File: src/rtl/fetch_ctrl.sv
// Instruction fetch controller: issues PC-addressed reads to instruction memory,
// hands the returned word to the decoder and drives PC increment/redirect pulses.
module fetch_ctrl #(
   parameter int DW       = 16,
   parameter int MAX_WAIT = 15,
   parameter int CW       = 4
) (
   input  logic          clk,
   input  logic          rst_n,
   input  logic          run,
   input  logic [DW-1:0] pc_addr,
   output logic          mem_req,
   output logic [DW-1:0] mem_addr,
   input  logic          mem_ack,
   input  logic [DW-1:0] mem_rdata,
   output logic [DW-1:0] ir_out,
   output logic          ir_valid,
   input  logic          ir_ready,
   input  logic          redirect,
   input  logic          redirect_rel,
   input  logic [DW-1:0] redirect_val,
   output logic          pc_en,
   output logic [1:0]    pc_sel,
   output logic [DW-1:0] pc_in,
   output logic [DW-1:0] pc_branch,
   output logic          timeout_err
);

   typedef enum logic [2:0] {IDLE, WAIT, HOLD, DRAIN, ERR} state_t;

   localparam logic [1:0] SEL_NONE = 2'b00;
   localparam logic [1:0] SEL_INC  = 2'b01;
   localparam logic [1:0] SEL_REL  = 2'b10;
   localparam logic [1:0] SEL_ABS  = 2'b11;

   state_t        state, state_d;
   logic [CW-1:0] cnt, cnt_d;
   logic          mem_req_d, ir_valid_d, pc_en_d, timeout_d;
   logic [DW-1:0] mem_addr_d, ir_out_d, pc_in_d, pc_branch_d;
   logic [1:0]    pc_sel_d;
   logic          timed_out;

   assign timed_out = (cnt == CW'(MAX_WAIT)) && !mem_ack;

   always_ff @(posedge clk or negedge rst_n) begin
      if (!rst_n) begin
         state       <= IDLE;
         cnt         <= '0;
         mem_req     <= 1'b0;
         mem_addr    <= '0;
         ir_out      <= '0;
         ir_valid    <= 1'b0;
         pc_en       <= 1'b0;
         pc_sel      <= SEL_NONE;
         pc_in       <= '0;
         pc_branch   <= '0;
         timeout_err <= 1'b0;
      end else begin
         state       <= state_d;
         cnt         <= cnt_d;
         mem_req     <= mem_req_d;
         mem_addr    <= mem_addr_d;
         ir_out      <= ir_out_d;
         ir_valid    <= ir_valid_d;
         pc_en       <= pc_en_d;
         pc_sel      <= pc_sel_d;
         pc_in       <= pc_in_d;
         pc_branch   <= pc_branch_d;
         timeout_err <= timeout_d;
      end
   end

   always_comb begin
      state_d     = state;
      cnt_d       = cnt;
      mem_req_d   = mem_req;
      mem_addr_d  = mem_addr;
      ir_out_d    = ir_out;
      ir_valid_d  = ir_valid;
      pc_en_d     = 1'b0;
      pc_sel_d    = SEL_NONE;
      pc_in_d     = pc_in;
      pc_branch_d = pc_branch;
      timeout_d   = timeout_err;

      // A redirect pulses the PC and kills any held instruction in every live state.
      if (redirect && state != ERR) begin
         pc_en_d    = 1'b1;
         ir_valid_d = 1'b0;
         if (redirect_rel) begin
            pc_sel_d    = SEL_REL;
            pc_branch_d = redirect_val;
         end else begin
            pc_sel_d = SEL_ABS;
            pc_in_d  = redirect_val;
         end
      end

      case (state)
         IDLE: begin
            // While a PC pulse is in flight pc_addr is stale; wait one cycle for it to settle.
            if (!redirect && run && !pc_en) begin
               mem_req_d  = 1'b1;
               mem_addr_d = pc_addr;
               cnt_d      = '0;
               state_d    = WAIT;
            end
         end
         WAIT: begin
            if (mem_ack) begin
               mem_req_d = 1'b0;
               if (redirect) begin
                  state_d = IDLE;
               end else begin
                  ir_out_d   = mem_rdata;
                  ir_valid_d = 1'b1;
                  pc_en_d    = 1'b1;
                  pc_sel_d   = SEL_INC;
                  state_d    = HOLD;
               end
            end else if (timed_out) begin
               mem_req_d = 1'b0;
               timeout_d = 1'b1;
               state_d   = ERR;
            end else begin
               cnt_d = cnt + CW'(1);
               if (redirect) state_d = DRAIN;
            end
         end
         HOLD: begin
            if (redirect) begin
               state_d = IDLE;
            end else if (ir_ready) begin
               ir_valid_d = 1'b0;
               if (run) begin
                  // In the first HOLD cycle the increment pulse has not reached the PC yet,
                  // so forward the incremented fetch address instead of the stale pc_addr.
                  mem_req_d  = 1'b1;
                  mem_addr_d = pc_en ? mem_addr + DW'(1) : pc_addr;
                  cnt_d      = '0;
                  state_d    = WAIT;
               end else begin
                  state_d = IDLE;
               end
            end
         end
         DRAIN: begin
            if (mem_ack) begin
               mem_req_d = 1'b0;
               state_d   = IDLE;
            end else if (timed_out) begin
               mem_req_d = 1'b0;
               timeout_d = 1'b1;
               state_d   = ERR;
            end else begin
               cnt_d = cnt + CW'(1);
            end
         end
         ERR: begin
            state_d = ERR;
         end
         default: state_d = IDLE;
      endcase
   end

endmodule

File: config.mk
export PLATFORM = sky130hd
export DESIGN_NAME = fetch_ctrl
export DESIGN_NICKNAME = d
export VERILOG_FILES = /design/src/rtl/fetch_ctrl.sv
export SDC_FILE = /design/constraint.sdc
export NUM_CORES = 1
export LEC_CHECK = 0
export ABC_CLOCK_PERIOD_IN_PS = 1900
export BUFFER_PORTS_ARGS = -buffer_cell sky130_fd_sc_hd__buf_4
export CAP_MARGIN = 5
export CORE_MARGIN = 1.5
export CORE_UTILIZATION = 45
export CTS_CLUSTER_SIZE = 28
export DETAILED_ROUTE_END_ITERATION = 7
export MAX_ROUTING_LAYER = met4
export PLACE_DENSITY = 0.73
export SLEW_MARGIN = 20
export SYNTH_ARGS = -nofsm -noshare
export SYNTH_HDL_FRONTEND = slang
export SYNTH_SLANG_ARGS = --single-unit
File: constraint.sdc
create_clock -name clk -period 1.9 [get_ports clk]
set_input_delay 0.095 -clock clk [delete_from_list [all_inputs] [get_ports clk]]
set_output_delay 0.095 -clock clk [all_outputs]
set_load 0.005 [all_outputs]
==> metrics.md, run 1 <==
| Metric | Value |
|---|---|
| Outcome | completed |
| DR pass1 iterations | 4 |
| Max-cap violations | 0 |
| Synth Net Count | between 300 and 400 |
| IO buf count | around 120 |
| Cell area power density | between 1000 and 1500 mW/mm2 |
| TritonCTS Sinks | 77 |
| Min Tclk post-route | 1.76 ns |
| Placed cell count | 502 |
| CTS buffer count | 9 |
| Clk slew on worst S/H paths | 0.08 ns |
| Max Used Layer | met4 |
| Met3 wire length | 621 um |
| Longest Clk Path Bufs | 2 |
| Area grow syn2layout | 46.8% |
| CP max FO | 16 |
| Start point of the critical path | state[2]$_DFFE_PN0P_ |
| Setup TNS Final | 0 ns |
| Peak supply drop | between 0.6 and 0.7 mV |
| Post-synth EDFFs | 0 |
| Largest net degree at the start of global routing | between 40 and 50 |
| Max H-tree Level | 3 |
| Ys async rst share | 100% |
| Final Non-Filler Cells | ~550 |
| Setup violators final | 0 |
| Clock root buffer | clkbuf_8 |
| GPL Wtd Cong | approximately 0.83 |
| CTS tree | yes |
| Initial antenna violation count | 0 |
| R2R Path Start | state[2]$_DFFE_PN0P_ |
| Vias | around 3,000 |
| Met1 WL | roughly 3.8 mm |
| Row count | 31 |
| Sequential area share after synthesis | a little under three fifths |
| Period utilisation layout | a little over 90% |
| GRT Total Usage | around 23% |
| Wire length per cell | roughly 16 um |
| Die Width | between 90 and 100 um |
| Final ANT Viol Nets | 0 |
| Worst slew margin | between 50% and 60% |
| Min-Delay Startpoint | pc_addr[6] |
| RSZ-0062 raised after global routing | false |
| Final hold slack | 0.0423 ns |
| Ant diodes | 0 |
| Critical path class | reg -> reg |
| Routed wl met2 | roughly 4.3 mm |
| Post-synth top flop | dfrtp_1 |
| Ys Warns | 0 |
| Total design power | between 5000 and 6000 uW |
| FILL cells | roughly 530 |
| Crit end category | register |
| Vias in the first global route | 3,115 |
| Nets | slightly above 500 |
| Initial DRC count | 140 |
| CP Launch Type | register |
| Worst-skew pair later-pin latency | between 0.3 and 0.4 ns |
| Initial core utilization | between 40% and 50% |
| Endpoints failing hold | 0 |
| Share of cells above drive strength 1 | between 40% and 50% |
| Die Span Y | approximately 91 um |
| FF-to-FF setup slack | between 0.1 and 0.15 ns |
| Core Area | between 0.007 and 0.008 mm2 |
| Clk_skew | ~0.0073 ns |
| Critical Path RT | 2.13 ns |
| Post-Syn Area | 0.00348 mm2 |
| Post-synth cell types | 45 |
| Synth Area per Inst | 12.2 um2 |
| Worst Path Arrival | 1.99 ns |
| Via density | about 5.4 |
| Ports | ~130 |
| Yosys reg bits | 77 |
| Post-DP HPWL | roughly 6 mm |
| Mapped Cells | between 200 and 300 |
| Final wirelength | approximately 9 mm |
| Fmax | ~0.57 GHz |
| Min-delay worst type | in -> reg |
| Worst slew pin tran | between 0.6 and 0.7 ns |
| GR Overflow Total | 0 |
| Full die area | ~0.0083 mm2 |
| Utilization after layout | 69.4% |
| Max Slew Vio Count | 0 |
| DR DRC count | 0 |
| First-pass GRT wire length | roughly 15 mm |
| P_leak | about 0.0024 uW |
layout by cell type, fill, tap and decap left out, types with 2 or more instances in the layout:
master,n
nand3_1,11
nand2_1,14
ha_1,2
clkbuf_8,10
bufinv_16,2
nand2b_1,4
nor2b_1,2
mux2_2,28
and3_1,5
mux2i_1,3
o22a_1,2
o22ai_1,4
mux2_4,10
a2bb2oi_1,5
dlygate4sd3_1,36
mux2_1,10
o31ai_1,5
nor4_1,2
nand2_4,2
and4_1,2
and2_1,4
nor2_1,12
inv_1,3
or4_1,3
a21o_1,2
a21oi_1,20
dfrtp_1,77
nand4_1,9
buf_4,131
a22oi_1,2
o21ai_0,12
final timing paths:
| check | cells past startpoint | end |
|---|---|---|
| setup / recovery | 4 | pc_in[1]$_DFFE_PN0P_ |
| hold / removal | 3 | mem_addr[6]$_DFFE_PN0P_ |
| setup reg to reg | 4 | pc_in[1]$_DFFE_PN0P_ |
| hold reg to reg | 2 | timeout_err$_DFFE_PN0P_ |
| max in group asynchronous | 3 | ir_out[3]$_DFFE_PN0P_ |
| min in group asynchronous | 2 | pc_in[4]$_DFFE_PN0P_ |
per-stage QoR:
stage               worst slack (ns)  cell area [um2]
detailed placement            0.0897             4530
global placement               0.181             4530
global route                  0.0501             5110
finish                         0.138             5110
floorplan                      0.247             3480
CTS                           0.0816             5110
per-layer routing:
layer / vias to the layer above / global-route usage [%]
met5: - / -
met4: 0 / 9.11
met3: 22 / 5.61
met2: 124 / 37.0
met1: 1441 / 28.6
li1: 1382 / -
cells by family after synthesis:
kind of cell,share of synthesized area [%]
AND/OR/NAND/NOR,12.9
flip-flops,55.3
AO/OA/AOI/OAI,11.0
multiplexers,17.5
buffers and inverters,2.66
adder cells (fa/ha/maj),0.718
layout make-up:
cell class / count / area, um2 / share of cell area [%]
clock buffers: 11 / 141 / 2.76
clock inverters: 4 / 72.6 / 1.42
inverters: 4 / 15.0 / 0.294
multi-input cells: 190 / 1470 / 28.8
flip-flops and latches: 77 / 1930 / 37.7
well taps: 99 / 124 / 2.42
repair buffers: 168 / 1360 / 26.7
state kept, by name, indices dropped and copies added (netlist names):
register and flops:
mem_req 1, pc_en 1, pc_branch 16, cnt 4
ir_valid 1, state 3, ir_out 16, pc_in 16
timeout_err 1, pc_sel 2, mem_addr 16
synthesized netlist by cell type (2+ instances only):
cell type,n,area share [%]
inv_1,3,0.32
o31ai_1,5,1.1
o22a_1,2,0.50
nand2_4,2,0.65
nand2_1,14,1.5
nand3_1,11,1.6
clkbuf_1,8,0.86
nand4_1,9,1.6
a21oi_1,20,2.9
ha_1,2,0.72
nor4_1,2,0.36
and2_1,4,0.72
mux2_4,10,4.3
nor2b_1,2,0.36
and3_1,5,0.90
and4_1,2,0.50
o21ai_0,12,1.7
or4_1,3,0.65
a31oi_1,2,0.36
dfrtp_1,77,55
a22oi_1,2,0.43
mux2i_1,3,0.86
o22ai_1,4,0.72
mux2_1,10,3.2
nand2b_1,4,0.72
nor2_1,12,1.3
a2bb2oi_1,5,1.3
buf_6,2,0.65
mux2_2,28,9.0
buf_2,5,0.72
a21o_1,2,0.43
report_power, final:
part	internal, uW	total (uW)	switching [uW]
Clock	767	1340	578
Combinational	1100	1800	697
Sequential	2120	2550	437
Total	3990	5700	1710
worst max-delay path, stage by stage (launching register included):
cell and delay (ns):
dfrtp_1 0.43, or3b_4 0.27, nand2_4 0.07, nor2_4 0.48, mux2_2 0.40
timing repair:
item	CTS	global route
setup endpoints to repair	0	1
hold buffers	36	0
gates resized for setup	0	1
buffers inserted	0	0
hold endpoints to repair	91	0
No activity file was read; power rests on OpenSTA's default activity.
==> inputs of run 2 (changes only) <==
Settings changed: CELL_PAD_IN_SITES_DETAIL_PLACEMENT from default to 1, CELL_PAD_IN_SITES_GLOBAL_PLACEMENT from default to 2, CORE_UTILIZATION 45 to 31, PLACE_DENSITY 0.73 to default, PLACE_DENSITY_LB_ADDON from default to 0.1.
==> metrics.md, run 2 (synthesis results as in run 1) <==
| Metric | Value |
|---|---|
| Worst slew pin tran | 0.615 ns (was 0.606 ns) |
| GRT Total Usage | 17.7% (was 23.2%) |
| Max H-tree Level | 3 (unchanged) |
| Row count | 38 (was 31) |
| Peak supply drop | 0.489 mV (was 0.606 mV) |
| Critical path class | reg -> reg (unchanged) |
| Max Slew Vio Count | 0 (unchanged) |
| Die Width | 109 um (was 91.0 um) |
| Commonest non-fill, non-tap cell in the layout | buf_4 (unchanged) |
| Period utilisation layout | 93.9% (was 92.7%) |
| Final hold slack | 0.0341 ns (was 0.0423 ns) |
| Max Used Layer | met4 (unchanged) |
| GR Overflow Total | 0 (unchanged) |
| Vias in the first global route | 3,121 (was 3,115) |
| Endpoints failing hold | 0 (unchanged) |
| FILL cells | 1,194 (was 527) |
| Vias | 2,956 (was 2,969) |
| Full die area | 0.0119 mm2 (was 0.00828 mm2) |
| Max-cap violations | 0 (unchanged) |
| Initial DRC count | 75 (was 140) |
| Wire length per cell | 16.5 um (was 16.1 um) |
| Largest net degree at the start of global routing | 42 (was 41) |
| CP max stage cell | dfrtp_1 (was nor2_4) |
| Via density | 4.93 (was 5.37) |
| Crit-path cells | or3b_4 > nand2_4 > inv_2 > nand2_4 > mux2_2 (was or3b_4 > nand2_4 > nor2_4 > mux2_2) |
| Final Non-Filler Cells | 599 (was 553) |
| IO buf count | 124 (unchanged) |
| Crit end category | register (unchanged) |
| Ports | 125 (unchanged) |
| Core Area | 0.0109 mm2 (was 0.00737 mm2) |
| DR DRC count | 0 (unchanged) |
| Bufs and invs on worst path | 1 (was 0) |
| Fmax | 0.560 GHz (was 0.568 GHz) |
| Outcome | completed (unchanged) |
| FF-to-FF setup slack | 0.12 ns (was 0.14 ns) |
| CTS buffer count | 9 (unchanged) |
| Initial antenna violation count | 0 (unchanged) |
| P_leak | 0.00237 uW (about the same) |
| RSZ-0062 raised after global routing | false (unchanged) |
| GPL Wtd Cong | 0.777 (was 0.827) |
| Switching portion of total power | 32.7% (was 30.0%) |
| Worst slew margin | 58.9% (was 59.5%) |
| RR Endpoint | pc_branch[0]$_DFFE_PN0P_ (was pc_in[1]$_DFFE_PN0P_) |
| Min-delay worst type | in -> reg (unchanged) |
| Routed wl met2 | 4.95 mm (was 4.30 mm) |
| Worst-skew pair later-pin latency | 0.35 ns (was 0.34 ns) |
| Cell mode on critical path | nand2_4 |
| Net switching power | 1840 uW (was 1710 uW) |
| Critical Path RT | 2.13 ns (about the same) |
| Cell area power density | 1080 mW/mm2 (was 1110 mW/mm2) |
| Final ANT Viol Nets | 0 (unchanged) |
| Share of cells above drive strength 1 | 43.1% (was 42.5%) |
| Area grow syn2layout | 49.1% (was 46.8%) |
| DR pass1 iterations | 4 (unchanged) |
| Worst reg-to-reg path cell count | 5 (was 4) |
| Nets | 511 (was 507) |
| Met3 wire length | 517 um (was 621 um) |
| Clk slew on worst S/H paths | 0.09 ns (was 0.08 ns) |
| Area of the multi-input gates | 0.00148 mm2 (was 0.00147 mm2) |
| Cell area after layout | 0.00520 mm2 (was 0.00511 mm2) |
| Hold depth | 3 (unchanged) |
| Min-Delay Startpoint | pc_addr[6] (unchanged) |
| Setup TNS Final | 0 ns (unchanged) |
| Sequential Area | 0.00193 mm2 (unchanged) |
| Clk_skew | 0.0134 ns (was 0.00729 ns) |
| Die Span Y | 109 um (was 91.0 um) |
| Crit path largest cell delay | 0.47 ns (was 0.48 ns) |
| Clock root buffer | clkbuf_8 (unchanged) |
| CP Launch Type | register (unchanged) |
| Worst Path Arrival | 2.01 ns (was 1.99 ns) |
| Setup violators final | 0 (unchanged) |
| First-pass GRT wire length | 15.8 mm (was 14.8 mm) |
| Comb power frac | 33.6% (was 31.6%) |
| CP max FO | 16 (unchanged) |
| Placed cell count | 546 (was 502) |
| Cell family with most CP delay | simple AND/OR/NAND/NOR gates (unchanged) |
| Cell Area, Placed | 0.00462 mm2 (was 0.00453 mm2) |
| Final wirelength | 9.90 mm (was 8.91 mm) |
| R2R Path Start | state[1]$_DFFE_PN0P_ (was state[2]$_DFFE_PN0P_) |
| Setup Buffers After CTS | 0 (unchanged) |
| Initial core utilization | 32.0% (was 47.3%) |
| Most frequent cells in the layout | buf_4, dfrtp_1, dlygate4sd3_1, mux2_2, a21oi_1 (unchanged) |
| Sequential share of power | 44.8% (about the same) |
| Met1 WL | 4.36 mm (was 3.80 mm) |
| TritonCTS Sinks | 77 (unchanged) |
| Ant diodes | 0 (unchanged) |
| Post-DP HPWL | 6.95 mm (was 5.98 mm) |
| CTS tree | yes (unchanged) |
| Power share of the clock group | 21.5% (was 23.6%) |
| Worst Hold End | mem_addr[6]$_DFFE_PN0P_ (unchanged) |
| Longest Clk Path Bufs | 2 (unchanged) |
| Min Tclk post-route | 1.78 ns (was 1.76 ns) |
| P_int | 3790 uW (was 3990 uW) |
[run 2: changes by cell type in the layout (fill, tap and decap cells not counted), sizes merged]
| cell | previous run | this run |
|---|---|---|
| inv | 4 | 7 |
| clkbuf | 11 | 10 |
| dlygate4sd3 | 36 | 37 |
| buf | 132 | 135 |
| bufinv | 2 | 0 |
| clkinvlp | 1 | 2 |
[run 2: timing repair]
item,4_1_cts,5_1_grt
hold buffers,37,0
resized for setup,0,2
setup endpoints to repair,0,1
endpoints found under the hold margin,89,0
[run 2: metrics by stage]
step | util (%) | worst slack [ns] | power (uW)
after global routing | 47.7 | 0.0367 | 6000
after detailed placement | 42.4 | 0.103 | 4400
after global placement | 42.4 | 0.150 | 4370
after CTS | 47.6 | 0.0847 | 5710
after floorplan | - | 0.247 | 3270
final | 47.7 | 0.115 | 5630
[run 2: layout make-up]
cell class,count,share of cell area [%]
timing repair buffer,172,27.1
sequential,77,37.1
multi-input combinational,190,28.5
clock inverter,6,1.01
tap,140,3.37
inverter,4,0.289
clock buffer,10,2.65
[run 2: worst max path at each step]
stage | start | to | slack, ns | cells past startpoint
after detailed placement | state[2]$_DFFE_PN0P_ | pc_in[14]$_DFFE_PN0P_ | 0.10 | 4
after global placement | state[2]$_DFFE_PN0P_ | pc_in[2]$_DFFE_PN0P_ | 0.15 | 4
after global routing | state[2]$_DFFE_PN0P_ | pc_in[14]$_DFFE_PN0P_ | 0.04 | 4
final | state[1]$_DFFE_PN0P_ | pc_branch[0]$_DFFE_PN0P_ | 0.12 | 5
after CTS | state[2]$_DFFE_PN0P_ | pc_in[14]$_DFFE_PN0P_ | 0.08 | 4
after floorplan | state[1]$_DFFE_PN0P_ | pc_branch[10]$_DFFE_PN0P_ | 0.25 | 6
[run 2: per-layer routing]
layer  global-route usage, %  vias up
met5                       -        -
li1                        -     1393
met3                    3.95        7
met2                    29.2       75
met1                    21.7     1481
met4                    5.08        0
[run 2: worst min-delay path, delay by kind of cell]
| family | cells | cell delay [ns] |
|---|---|---|
| AO/OA/AOI/OAI | 2 | 0.18 |
| buffers and inverters | 1 | 0.08 |
[run 2: power by group through the flow]
| stage | registers, uW | logic, uW | clock network (uW) |
|---|---|---|---|
| 5_1_grt | 2610 | 2080 | 1310 |
| 4_1_cts | 2520 | 1920 | 1270 |
| 6_report | 2530 | 1890 | 1210 |
| 3_3_place_gp | 2530 | 1830 | 0 |
| 2_1_floorplan | 2520 | 751 | 0 |
| 3_5_place_dp | 2550 | 1860 | 0 |
